--- config.mk ---
export PLATFORM = sky130hd
export DESIGN_NAME = regfile_scoreboard
export DESIGN_NICKNAME = d
export VERILOG_FILES = /design/src/rtl/regfile_scoreboard.sv
export SDC_FILE = /design/constraint.sdc
export NUM_CORES = 2
export LEC_CHECK = 0
export ABC_AREA = 0
export BUFFER_PORTS_ARGS = -buffer_cell sky130_fd_sc_hd__buf_2
export CELL_PAD_IN_SITES_DETAIL_PLACEMENT = 0
export CELL_PAD_IN_SITES_GLOBAL_PLACEMENT = 2
export CORE_MARGIN = 8
export CORE_UTILIZATION = 48
export DETAILED_ROUTE_END_ITERATION = 10
export GPL_TIMING_DRIVEN = 0
export HOLD_SLACK_MARGIN = 0.12
export PLACE_DENSITY = 0.8
export RECOVER_POWER = 25
export SLEW_MARGIN = 40
export SYNTH_ARGS = -nofsm -noshare
export SYNTH_HDL_FRONTEND = slang
export SYNTH_SLANG_ARGS = --single-unit
--- constraint.sdc ---
create_clock -name clk -period 2.35 [get_ports clk]
set_input_delay 0 -clock clk [delete_from_list [all_inputs] [get_ports clk]]
set_output_delay 0 -clock clk [all_outputs]
set_load 0.02 [all_outputs]
--- src/rtl/regfile_scoreboard.sv ---
// 32-entry register file with a pending-write scoreboard for in-order issue.
// Optional macro WB_BYPASS_EN forwards write-back data and releases dependents in the write-back cycle.
module regfile_scoreboard #(
  parameter int N = 32
) (
  input  logic         clk,
  input  logic         rst,
  input  logic [N-1:0] WbData,
  input  logic [4:0]   WbReg,
  input  logic         WbEn,
  input  logic [4:0]   RdAddr1,
  input  logic [4:0]   RdAddr2,
  input  logic         Rd1Use,
  input  logic         Rd2Use,
  output logic [N-1:0] RdData1,
  output logic [N-1:0] RdData2,
  input  logic         IssueValid,
  input  logic         IssueWr,
  input  logic [4:0]   IssueReg,
  output logic         Stall,
  output logic         WbErr
);

  logic [N-1:0] r_regs [32];
  logic [31:0]  r_pending;
  logic         r_wberr;

  logic [31:0]  w_wb_mask;
  logic [31:0]  w_eff_pend;
  logic [31:0]  w_pending_nxt;
  logic         w_accept;

  assign w_wb_mask = WbEn ? (32'd1 << WbReg) : '0;

`ifdef WB_BYPASS_EN
  assign w_eff_pend = r_pending & ~w_wb_mask;
  assign RdData1    = (WbEn && (WbReg == RdAddr1)) ? WbData : r_regs[RdAddr1];
  assign RdData2    = (WbEn && (WbReg == RdAddr2)) ? WbData : r_regs[RdAddr2];
`else
  assign w_eff_pend = r_pending;
  assign RdData1    = r_regs[RdAddr1];
  assign RdData2    = r_regs[RdAddr2];
`endif

  assign Stall = IssueValid & ((Rd1Use  & w_eff_pend[RdAddr1]) |
                               (Rd2Use  & w_eff_pend[RdAddr2]) |
                               (IssueWr & w_eff_pend[IssueReg]));

  assign w_accept = IssueValid & ~Stall;
  assign WbErr    = r_wberr;

  // Clear from write-back first, then set from issue, so a same-register collision stays pending.
  always_comb begin
    w_pending_nxt = r_pending & ~w_wb_mask;
    if (w_accept && IssueWr) begin
      w_pending_nxt[IssueReg] = 1'b1;
    end
  end

  always_ff @(posedge clk) begin
    if (rst) begin
      for (int unsigned i = 0; i < 32; i++) begin
        r_regs[i] <= '0;
      end
      r_pending <= '0;
      r_wberr   <= 1'b0;
    end else begin
      if (WbEn) begin
        r_regs[WbReg] <= WbData;
        if (!r_pending[WbReg]) begin
          r_wberr <= 1'b1;
        end
      end
      r_pending <= w_pending_nxt;
    end
  end

endmodule

Yosys cells after proc, flatten, opt, wreduce, memory -nomap -nowiden

Memories as Yosys holds them, arrays and structs flattened.
Cells that the tools add are included.

Magnitude comparators: 5
Shift-type cells: 1
Muxes and demuxes: 20
Bitwise gates (word level): 12
Reductions and logical operators: 4

Operators by type and width:

| cell                 | count |
|---|---|
| $mux 32              | 3 |
| $and 32x32->32       | 1 |
| $not 32->32          | 1 |
| $or 32x32->32        | 1 |
| $reduce_or 32->1     | 1 |
| $shl 1x5->32 const A | 1 |
| $lt 5x6->1 const B   | 4 |
| $bmux 1 s5           | 4 |
| $mux 1               | 11 |
| $and 1x1->1          | 5 |
| $demux 1 s5          | 1 |
| $ge 5x1->1 const B   | 1 |
| $mux 5               | 1 |
| $logic_and 1x1->1    | 2 |
| $not 1->1            | 2 |
| $or 1x1->1           | 2 |
| $reduce_and 2->1     | 1 |

Register bits: 33
Bits in writable memories: 1,024
Bits of input ports: 59
Output and inout port bits: 66
Logic and storage cells: 45
Memories: 1

Memory list:

| name   | words | width | read ports | clocked after Yosys merged registers in | wr ports | line | text |
|---|---|---|---|---|---|---|---|
| r_regs | 32    | 32    | 2          | 0                                       | 32       | 24   | `logic [N-1:0] r_regs [32];` |

Logic depth before layout (Yosys ltp)

Depth after elaboration: 10
Gate-level depth with buffers: 10
Depth with buffers taken out: 6

Worst setup path after synthesis

OpenSTA, ideal clock, no wires.

Path type: in2out
From: in RdAddr1[0]
To: out RdData1[0]
Data arrival time: 2,095 ps
Required time: 2,350 ps
Setup slack: 255 ps
Cell stages on the path: 6
Path buffers: 3
Cells stage by stage: buf_6 -> buf_6 -> clkbuf_1 -> mux4_2 -> mux4_2 -> mux2_2

Word-level cells in the longest chain between the ends: 1

RTL lines:

| item            | line | text |
|---|---|---|
| start, declared | 11   | `input logic [4:0] RdAddr1,` |
| $mem_v2 32x32   | n/a  |  |
| end, declared   | 15   | `output logic [N-1:0] RdData1,` |

Every way passes these cells.

==> metrics.txt <==
crit path kind primary input to flip-flop; final-stage net count 3860; synth cell count leaders and2_1, edfxtp_1, mux4_2; gr usage total 31.8%; Mapped Area 0.0571 mm²; number of synthesized flops with an enable pin 1024; via-per-instance ratio 6.69; antenna-violating nets left 0; Tcrit/Tclk final 117%; multi-input logic area 0.0243 mm²; Die Y-Extent 361 µm; Top FF cell, synth edfxtp_1; largest net degree at the start of global routing 27; most common cell in the netlist and2_1; antenna violations before repair 9; Setup Viol. Count Final 730; TritonCTS Buffers 115; Slew @ Worst Pin 1.35 ns; P_int 35.2 mW; failing checks setup timing; Clk pin slew, worst setup/hold paths 0.06 ns; Max Clk Rate 0.365 GHz; placed cells 5162; CTS H-Tree Depth 3; Detailed Routing Iterations Pass 1 6; clock network fraction of total power 38.1%; synth unique cells 43; final hold vios 0; Mapped Cells 3474; area grow syn2layout 15.5%; drt total wl 211000 µm; Max rail drop VDD 0.631 mV; status finished, violations left; Min-Delay Path Depth 5; post-place setup slack -1.20 ns; first-pass GRT wire length 288000 µm; sequential element share of the synthesized area 55.0%; PnR worst setup slack -0.392 ns; Final Instance Count excl. Fillers 5431; DR iter-0 viols 5389; FF/Latch Area 0.0314 mm²; cells on worst reg2reg path 9; Finished Core Util 55.8%; switching share of power 25.7%; total vias in the final route 36400; Clock Sinks 1057; Initial Util 48.3%; buffer depth of the longest clock path 3; drt drc 0; Synthesis Warnings 0; syn_nets 3533; RSZ-0062 raised after global routing yes; net switching power 12.2 mW; CP Capture Type flip-flop; final slew viol count 0; row count 126; Pwr Total 47.4 mW; Synth area leader edfxtp_1; hold slack 0.0170 ns; top cells by area, synth edfxtp_1, mux4_2, and2_1; Final HPWL DP 152000 µm; I/O pin cnt 125; Yosys reg bits 1057; crit-path max FO 10; leakage 22.6 nW; gr ovfl total 0; Startpoint Class primary input; PwrDens 718 mW/mm²; Core ar. 0.118 mm²; fill count 9247; CP Data Arrival Time 3.30 ns; Die ar. 0.130 mm²; die width 361 µm; skew final 0.0208 ns; post-synth top area share 53.9%; Gate power share 15.0%; Flop pwr share 46.8%; global placement routability congestion 0.919; CTS tree done; Post-Syn Area per Cell 16.4 µm²; async set or reset register ratio after synthesis 0%; Critical Path RT 2.91 ns; max-cap violations 0; PortBufs 113; Slew headroom 9.61%; clk root buf clkbuf_16; clock latency on the worst-skew pair 0.72 ns; Tightest Hold Check Type primary input to flip-flop; Tmin final 2.74 ns; vias in the first global route 37300; layout cells sized above 1 33.2%; wire per inst 38.8 µm
-- routing by layer --
layer,part of all wire [%],GRT usage (%),vias to the layer above
met5,0,0,-
met4,5.5,13.9,0
met3,11,7.78,541
met2,46,50.3,2524
met1,37,42.1,19100
li1,-,-,14200
-- cells by family after synthesis --
family                 count (synthesis)  synth area share (%)
AO/OA/AOI/OAI                         79                  1.48
buffers and inverters                409                  3.00
flip-flops                          1057                  55.0
multiplexers                         747                  28.0
AND/OR/NAND/NOR                     1182                  12.5
-- final timing paths --
path	end	slack (ns)	start
setup reg to reg	r_pending[7]$_SDFF_PP0_	-0.04	r_pending[29]$_SDFF_PP0_
setup / recovery	r_regs[15][28]$_SDFFCE_PN0P_	-0.39	WbReg[1]
hold / removal	r_pending[14]$_SDFF_PP0_	0.02	WbReg[4]
hold reg to reg	WbErr$_SDFFE_PP0P_	0.49	WbErr$_SDFFE_PP0P_
-- power groups by stage --
stage	registers, mW	clock network (mW)	logic, mW
3_5_place_dp	22.6	0	6.40
3_3_place_gp	22.5	0	6.13
6_report	22.2	18.1	7.11
2_1_floorplan	22.4	0	3.82
4_1_cts	22.2	18.1	6.95
5_1_grt	22.3	18.8	7.26
-- registers in the layout (all words and copies together), names as in the netlist --
register	flops
WbErr	1
r_regs	1024
r_pending	32
-- cell type report --
type / instances / share of cell area, %
Antenna cell: 2 / 0.00759
Multi-Input combinational cell: 2008 / 36.9
Tap cell: 1536 / 2.92
Timing Repair Buffer: 211 / 3.54
Sequential cell: 1057 / 47.7
Inverter: 33 / 0.207
Clock inverter: 67 / 0.960
Buffer: 375 / 3.24
Clock buffer: 142 / 4.58
-- per-stage QoR --
| step | setup TNS, ns | area, µm² |
|---|---|---|
| after floorplan | 0 | 57100 |
| after global placement | -1767.60 | 59600 |
| after detailed placement | -433.76 | 60500 |
| after CTS | -24.01 | 65600 |
| after global routing | -115.23 | 65900 |
| final | -93.56 | 65900 |
-- what timing repair did --
| action | 4_1_cts | 5_1_grt |
|---|---|---|
| hold endpoints to repair | 949 | 0 |
| gates resized for setup | 334 | 95 |
| hold buffers | 49 | 0 |
| pin swaps | 4 | 24 |
| buffers inserted | 0 | 3 |
| gates cloned | 0 | 6 |
| endpoints found under the setup margin | 95 | 129 |
-- worst max-delay path, stage by stage --
cell,delay [ns]
clkbuf_1,0.26
clkbuf_1,0.51
nand3_1,0.46
nor3_1,1.12
clkbuf_1,0.70
and2_1,0.23
-- cells in the final DEF (no fill, tap or decap), types with 26 or more instances in the layout --
master,count
a21oi_1,32
mux2_4,66
clkbuf_2,44
and2_0,33
clkbuf_1,226
clkbuf_4,33
nor2_1,26
clkinv_1,30
clkbuf_16,123
mux4_2,669
buf_12,35
edfxtp_1,1024
dlygate4sd3_1,49
buf_2,61
nand2_1,77
and2_1,993
buf_6,100
buf_4,45
(Power assumes the default switching activity.)
